### src/rtl/serv_trace_ser.sv
// serv_trace_ser
// Serializes one trace record per retired instruction. The records come from the
// CPU's RVFI port and are sent out as bytes over a valid/ready stream.
//
// Each record is 13 bytes, sent in this order:
//   byte 0      header {trap, lost, 1'b0, rd_addr}
//   bytes 1-4   pc, LSB first
//   bytes 5-8   insn, LSB first
//   bytes 9-12  rd_wdata, LSB first
//
// Records are held in a DEPTH-entry FIFO. A record that arrives while the FIFO
// is full is dropped. Each drop bumps the saturating o_drop_cnt and sets a
// sticky "lost" bit. That bit is written into the header of the next record
// that is accepted.
//
// Ports:
//   i_clk, i_rst_n          clock, async active-low reset
//   i_en                    trace enable (gates new retirements only)
//   i_valid                 retirement pulse; i_trap/i_rd_addr/i_pc/i_insn/i_rd_wdata qualify it
//   o_tdata/o_tvalid/o_tlast/i_tready   byte stream, o_tlast on byte 12
//   o_full                  FIFO holds DEPTH records
//   o_drop_cnt              saturating count of dropped records
module serv_trace_ser #(
  parameter int DEPTH  = 4,
  parameter int DROP_W = 8
) (
  input  logic              i_clk,
  input  logic              i_rst_n,
  input  logic              i_en,
  input  logic              i_valid,
  input  logic              i_trap,
  input  logic [4:0]        i_rd_addr,
  input  logic [31:0]       i_pc,
  input  logic [31:0]       i_insn,
  input  logic [31:0]       i_rd_wdata,
  output logic [7:0]        o_tdata,
  output logic              o_tvalid,
  output logic              o_tlast,
  input  logic              i_tready,
  output logic              o_full,
  output logic [DROP_W-1:0] o_drop_cnt
);

  localparam int AW = $clog2(DEPTH);
  localparam int PW = AW + 1;
  localparam int RW = 104;

  typedef enum logic {
    ST_IDLE,
    ST_SEND
  } state_t;

  state_t              state_reg, state_next;
  logic [PW-1:0]       wr_ptr_reg, rd_ptr_reg, rd_ptr_inc;
  logic [RW-1:0]       mem [DEPTH];
  logic [RW-1:0]       sr_reg;
  logic [RW-1:0]       wr_rec;
  logic [3:0]          byte_cnt_reg;
  logic                lost_reg;
  logic [DROP_W-1:0]   drop_cnt_reg;

  logic                empty, full;
  logic                hs, pop, push_req, push, drop;
  logic                load;
  logic [AW-1:0]       load_addr;

  // Pack the record so that byte k of the stream sits at bits [8k+7:8k].
  // Shifting right by 8 after each accepted byte then exposes the next byte
  // in sr_reg[7:0].
  assign wr_rec = {i_rd_wdata, i_insn, i_pc, i_trap, lost_reg, 1'b0, i_rd_addr};

  assign empty = (wr_ptr_reg == rd_ptr_reg);
  assign full  = ((wr_ptr_reg ^ rd_ptr_reg) == {1'b1, {AW{1'b0}}});

  assign o_tvalid   = (state_reg == ST_SEND);
  assign o_tlast    = o_tvalid && (byte_cnt_reg == 4'd12);
  assign o_tdata    = sr_reg[7:0];
  assign o_full     = full;
  assign o_drop_cnt = drop_cnt_reg;

  assign hs         = o_tvalid && i_tready;
  assign pop        = hs && (byte_cnt_reg == 4'd12);
  assign push_req   = i_valid && i_en;
  // A pop in the same cycle frees the head slot, so a full FIFO can still accept.
  assign push       = push_req && (!full || pop);
  assign drop       = push_req && full && !pop;
  assign rd_ptr_inc = rd_ptr_reg + 1'b1;

  always_comb begin
    state_next = state_reg;
    load       = 1'b0;
    load_addr  = rd_ptr_reg[AW-1:0];
    case (state_reg)
      ST_IDLE: begin
        if (!empty) begin
          load       = 1'b1;
          state_next = ST_SEND;
        end
      end
      ST_SEND: begin
        if (pop) begin
          // Read the entry behind the one being popped. A record written in
          // this same cycle is not readable yet, so it is picked up from IDLE.
          if (rd_ptr_inc != wr_ptr_reg) begin
            load      = 1'b1;
            load_addr = rd_ptr_inc[AW-1:0];
          end else begin
            state_next = ST_IDLE;
          end
        end
      end
      default: state_next = ST_IDLE;
    endcase
  end

  // Record storage. It has no reset, so it can map onto RAM.
  always_ff @(posedge i_clk) begin
    if (push) begin
      mem[wr_ptr_reg[AW-1:0]] <= wr_rec;
    end
  end

  always_ff @(posedge i_clk or negedge i_rst_n) begin
    if (!i_rst_n) begin
      state_reg    <= ST_IDLE;
      wr_ptr_reg   <= '0;
      rd_ptr_reg   <= '0;
      sr_reg       <= '0;
      byte_cnt_reg <= '0;
      lost_reg     <= 1'b0;
      drop_cnt_reg <= '0;
    end else begin
      state_reg <= state_next;

      if (push) begin
        wr_ptr_reg <= wr_ptr_reg + 1'b1;
      end
      if (pop) begin
        rd_ptr_reg <= rd_ptr_inc;
      end

      // A push and a drop never occur together, so the priority only matters
      // for readability.
      if (push) begin
        lost_reg <= 1'b0;
      end else if (drop) begin
        lost_reg <= 1'b1;
      end

      if (drop && (drop_cnt_reg != {DROP_W{1'b1}})) begin
        drop_cnt_reg <= drop_cnt_reg + 1'b1;
      end

      // A load takes priority over a shift when the last byte hands off
      // directly to the next record. After the 13th shift sr_reg is all
      // zero, so o_tdata reads 0 in IDLE.
      if (load) begin
        sr_reg       <= mem[load_addr];
        byte_cnt_reg <= '0;
      end else if (hs) begin
        sr_reg       <= {8'h00, sr_reg[RW-1:8]};
        byte_cnt_reg <= byte_cnt_reg + 1'b1;
      end
    end
  end

endmodule

### config.mk
export PLATFORM = sky130hd
export DESIGN_NAME = serv_trace_ser
export DESIGN_NICKNAME = d
export VERILOG_FILES = /design/src/rtl/serv_trace_ser.sv
export SDC_FILE = /design/constraint.sdc
export NUM_CORES = 1
export LEC_CHECK = 0
export ABC_AREA = 1
export CORE_MARGIN = 2
export CORE_UTILIZATION = 59
export DETAILED_ROUTE_END_ITERATION = 7
export PLACE_DENSITY = 0.79
export SYNTH_ARGS = -nofsm -noshare
export SYNTH_HDL_FRONTEND = slang
export SYNTH_SLANG_ARGS = --single-unit
### constraint.sdc
create_clock -name i_clk -period 19.7 [get_ports i_clk]
set_clock_uncertainty 0.15 [all_clocks]
set_input_delay 3.94 -clock i_clk [delete_from_list [all_inputs] [get_ports i_clk]]
set_output_delay 3.94 -clock i_clk [all_outputs]
set_load 0.01 [all_outputs]
==> impl_metrics.py, run 1 <==
metrics = {
    "outcome": {
        "status": "complete, no violations",
    },
    "logic_synthesis": {
        "synth_area_leader_cell": "edfxtp_1",
        "syn_nets": 2397,
        "syn_inst": 2282,
        "synth_edf_count": 412,
        "synth_cell_type_count": 26,
        "ys_seq_elements": 536,
        "seq_area_frac_synth": 0.667,
        "yosys.area_share.simple": 0.214,
        "synth_top_area_frac": 0.534,
        "synth_compound_area_frac": 0.0187,
        "synth_fa_ha_area_frac": 0.00432,
        "syn_area_um2": 23200,
        "yosys_warnings": 0,
        "synthMuxAreaShare": 0,
        "synthTopCellsByArea": "edfxtp_1, dfrtp_1, nand3_1",
        "ys_top_cells_by_count": "nand2_1, nand3_1, edfxtp_1, inv_1, dfrtp_1",
        "post-synth-top-count-cell": "nand2_1",
        "synthXorXnorAreaFrac": 0.00491,
        "synth-async-reset-ratio": 0.231,
        "ys.flop_type": "edfxtp_1",
        "synth_top_family_by_area": "simple AND/OR/NAND/NOR gates",
        "avgSynthCellArea_um2": 10.2,
    },
    "grt": {
        "grt_util_met1": 0.353,
        "grtUsageMet3": 0.0445,
        "grt_pass1_vias": 16053,
        "grt-busiest-layer": "met2",
        "met2_usage": 0.445,
        "grt_max_degree": 115,
        "antenna_found_initial": 0,
        "grt_pass1_wl_um": 84300,
        "grt.total_usage": 0.264,
        "grt.overflow.total": 0,
    },
    "power": {
        "vdd_drop_max_mv": 0.100,
        "p_per_area_nw_per_um2": 140,
        "power.total_w": 0.00369,
        "leakage_nw": 11.3,
    },
    "cts": {
        "cts_setup_buffers": 0,
        "clk_path_buf_depth": 3,
        "insertion_delay_ps": 590,
        "numClockSinks": 536,
        "cts_buffers": 54,
        "cts_tree": "done",
        "cts_resized": 0,
        "root_buffer": "clkbuf_16",
        "clkTransAtPathRegs_ps": 60,
        "htreeDepth": 2,
        "cts_hold_buffers": 0,
    },
    "routing": {
        "first_pass_iters": 5,
        "drc": 0,
        "drtIter0Drc": 1628,
        "viasPerCell": 5.56,
        "final_antenna_net_count": 0,
        "wl_per_cell_um": 18.1,
        "wirelength_um": 52700,
        "via_count": 16177,
    },
    "critical_path": {
        "critPathMaxFanout": 114,
        "cp.required_ps": 20080,
        "crit_arrival_ps": 7980,
        "end_kind": "flip-flop",
        "criticalPathCategory": "primary input to flip-flop",
        "critPathLaunchType": "primary input",
    },
    "place": {
        "port_buffers": 125,
        "dpl.hpwl_um": 29300,
        "dp_slack_ps": 11490,
        "routabilityCongestion": 0.792,
        "place_area_um2": 24600,
    },
    "floorplanning": {
        "initial_utilization": 0.599,
        "row_count": 72,
        "dieArea_um2": 40900,
        "core_area_um2": 38700,
        "boundaryPins": 126,
        "die-height_um": 202,
        "die_x_um": 202,
    },
    "sta": {
        "worst_pin_slew_ps": 1180,
        "rsz0062_at_grt": "no",
        "finalSetupViolations": 0,
        "setup_ws_ps": 12100,
        "maxSlewViolCount": 0,
        "clock.fmax_mhz": 132,
        "tns_ps": 0,
        "timing.final.hold_violations": 0,
        "layout_min_cycle_time_ps": 7600,
        "fin_crit_sh": 0.386,
        "slew_headroom": 0.210,
    },
    "layout": {
        "area_growth_syn_to_layout_pct": 13.8,
        "nNetsFinal": 2460,
        "drive_gt1_frac": 0.0477,
        "largest_register_ff_count": 412,
        "fin_area_um2": 26400,
        "antennaDiodeCount": 0,
    },
    "hold_path": {
        "hp-class": "flip-flop to flip-flop",
    },
    "flow_run": {
        "maxCapViolCount": 0,
    },
}
## through the flow
stage	hold slack (ps)	instances	utilization
global placement	317	2807	0.635
finish	337	2909	0.681
CTS	339	2909	0.681
detailed placement	320	2807	0.635
global route	360	2909	0.681
floorplan	300	2282	-
## kinds of logic after synthesis
group,Yosys count
adders and majority gates,8
DFF,536
and+or+nand+nor,1138
xor gates and xnor gates,13
AOI/OAI and AO/OA,82
buffers and inverters,505
## cell usage in the layout (no fill, tap or decap), drive strengths merged
master,n
clkinv,12
nand4,1
nor2,17
clkdlybuf4s50,124
o31ai,8
nor3,3
bufinv,4
ha,8
nand2,591
inv,368
o21ai,72
clkinvlp,2
a2bb2oi,1
a21oi,1
edfxtp,412
nand3,526
dfrtp,124
clkbuf,83
xnor2,4
buf,21
xor2,9
## area by class of cell
type | instances | area [um^2]
clock buffer | 83 | 1570
clock inverter | 19 | 194
fill | 2812 | 12400
inverter | 367 | 1380
multi-input combinational | 1241 | 5710
sequential | 536 | 15500
tap | 518 | 648
timing repair buffer | 145 | 1400
## power by group
group          switching, W  internal, W  leakage [nW]
Clock              0.000414     0.000601         0.857
Combinational      0.000827     0.000346          5.11
Sequential        0.0000783      0.00142          5.36
Total               0.00132      0.00237          11.3
## critical path, cell delays in order
cell and delay [ps]:
clkdlybuf4s50_1 400, nand2_1 410, nor2_4 150, nand2_2 280, nand2_8 470, nand2_8 740, buf_4 970, nand2_1 180
nand3_1 150, nand3_1 120, nand2_1 100
## worst paths after layout
check,from,to,slack [ps],cells after the start
min in group asynchronous,i_rst_n,o_drop_cnt[1],3130,1
setup / recovery,i_tready,sr_reg[29],12100,11
hold / removal,sr_reg[100],sr_reg[100],340,2
hold reg to reg,sr_reg[100],sr_reg[100],340,2
setup reg to reg,rd_ptr_reg[0],sr_reg[29],15000,14
max in group asynchronous,i_rst_n,sr_reg[27],14780,2
## layer usage
| layer | part of all wire | vias up |
|---|---|---|
| met2 | 0.50 | 706 |
| met4 | 0.023 | 0 |
| met5 | 0 | - |
| met3 | 0.083 | 93 |
| met1 | 0.40 | 7782 |
| li1 | - | 7596 |
Note: power is estimated with default switching activity, not from simulation.
==> inputs of run 2 (changes only) <==
==> constraint.sdc (replaced) <==
create_clock -name i_clk -period 7.9 [get_ports i_clk]
set_clock_uncertainty 0.15 [all_clocks]
set_input_delay 1.58 -clock i_clk [delete_from_list [all_inputs] [get_ports i_clk]]
set_output_delay 1.58 -clock i_clk [all_outputs]
set_load 0.01 [all_outputs]
==> impl_metrics.py, run 2 (synthesis gave the netlist of run 1 again) <==
metrics = {
    "cts": {
        "clk_path_buf_depth": 3,
        "root_buffer": "clkbuf_16",
        "htreeDepth": 2,
        "cts_resized": 0,
        "cts_buffers": 53,
        "cts_setup_buffers": 0,
        "numClockSinks": 536,
        "cts_tree": "done",
        "clkTransAtPathRegs_ps": 60,
        "cts_hold_buffers": 0,
        "insertion_delay_ps": 600,
    },
    "routing": {
        "via_count": 16164,
        "wl_per_cell_um": 18.0,
        "viasPerCell": 5.56,
        "drc": 0,
        "wirelength_um": 52200,
        "drtIter0Drc": 1407,
        "first_pass_iters": 5,
        "final_antenna_net_count": 0,
    },
    "sta": {
        "finalSetupViolations": 0,
        "layout_min_cycle_time_ps": 4990,
        "tns_ps": 0,
        "setup_ws_ps": 2910,
        "slew_headroom": 0.269,
        "fin_crit_sh": 0.632,
        "timing.final.hold_violations": 0,
        "rsz0062_at_grt": "no",
        "maxSlewViolCount": 0,
        "fin_hold_ws_ps": 346,
        "worst_pin_slew_ps": 1100,
        "clock.fmax_mhz": 200,
    },
    "grt": {
        "grt_pass1_wl_um": 83500,
        "grt.overflow.total": 0,
        "grt.total_usage": 0.260,
        "grt_max_degree": 166,
        "grt_pass1_vias": 16133,
        "antenna_found_initial": 0,
    },
    "floorplanning": {
        "dieArea_um2": 40900,
        "row_count": 72,
        "core_area_um2": 38700,
        "boundaryPins": 126,
        "initial_utilization": 0.599,
        "die_x_um": 202,
        "die-height_um": 202,
    },
    "layout": {
        "num-fill-cells": 2746,
        "area_growth_syn_to_layout_pct": 14.2,
        "layout_commonest_cell": "nand2_1",
        "layout_common_cells": "nand2_1, nand3_1, edfxtp_1",
        "drive_gt1_frac": 0.0536,
        "nNetsFinal": 2458,
        "antennaDiodeCount": 0,
        "largest_register_ff_count": 412,
    },
    "critical_path": {
        "criticalPathCategory": "primary input to flip-flop",
        "worst-path-buf-inv": 2,
        "crit_top_cell": "nand2_1",
        "crit_arrival_ps": 5330,
        "critPathMaxFanout": 165,
        "critPathTopFamily": "simple AND/OR/NAND/NOR gates",
        "critPathLaunchType": "primary input",
        "end_kind": "flip-flop",
        "crit_slowest_cell": "nand2_8",
        "slowest_delay_ps": 770,
        "cp_cell_sequence": "clkdlybuf4s50_1 > nand2_1 > nor2_4 > nand2_2 > nand2_8 > nand2_8 > buf_4 > nand2_1 > nand3_1 > nand3_1 > nand2_1",
        "cp.required_ps": 8240,
    },
    "power": {
        "p_per_area_nw_per_um2": 349,
        "leakage_nw": 11.4,
        "vdd_drop_max_mv": 0.230,
    },
    "place": {
        "port_buffers": 125,
        "routabilityCongestion": 0.779,
        "dpl.hpwl_um": 28000,
        "dp_slack_ps": 2300,
    },
    "flow_run": {
        "maxCapViolCount": 0,
    },
    "outcome": {
        "status": "complete, no violations",
    },
    "hold_path": {
        "hp-class": "flip-flop to flip-flop",
    },
}
-- run 2: cell count changes in the layout (fill, tap and decap cells not counted) --
cell | before | now
clkbuf_1 | 21 | 6
clkbuf_8 | 5 | 14
buf_4 | 20 | 15
buf_12 | 0 | 4
inv_6 | 0 | 4
clkinv_1 | 6 | 3
clkinvlp_4 | 2 | 5
clkbuf_16 | 57 | 55
clkinv_4 | 0 | 2
bufinv_16 | 4 | 3
-- run 2: cell type report --
type	count	area, um^2	share of cell area
repair buffers	144	1450	0.0546
well taps	518	648	0.0245
multi-input cells	1241	5710	0.216
flip-flops and latches	536	15500	0.585
inverters	367	1380	0.0520
clock inverters	24	228	0.00860
clock buffers	75	1590	0.0601
-- run 2: worst reg2reg max path, delay by kind of cell (launching register included) --
family        cells  cell delay [ps]
fa+ha+maj         1              430
simple gates     11             2270
flops             1              510
buf+inv           2              760
-- run 2: worst paths after layout --
check                              start             to  slack [ps]  cells after the start
max in group asynchronous        i_rst_n     sr_reg[86]        5420                      2
min reg2reg                   sr_reg[96]     sr_reg[96]         350                      2
min in group asynchronous        i_rst_n  o_drop_cnt[2]         790                      1
min                           sr_reg[96]     sr_reg[96]         350                      2
max reg2reg                rd_ptr_reg[0]     sr_reg[20]        3670                     14
max                             i_tready     sr_reg[20]        2910                     11
-- run 2: power by group --
part / switching (W) / internal, W
registers: 0.000198 / 0.00354
clock network: 0.00107 / 0.00151
logic: 0.00205 / 0.000877
-- run 2: routing by layer --
metal,GRT usage,wire length [um]
met1,0.346,21300
met2,0.441,25900
met3,0.0384,3980
met4,0.0905,1080
met5,0,0
-- run 2: through the flow --
stage,util,cell area (um^2),cells,power (W)
after global placement,0.636,24700,2806,0.00658
after detailed placement,0.636,24700,2806,0.00669
final,0.683,26500,2905,0.00925
after CTS,0.683,26500,2905,0.00926
after floorplan,-,23200,2282,0.00591
after global routing,0.683,26500,2905,0.00977
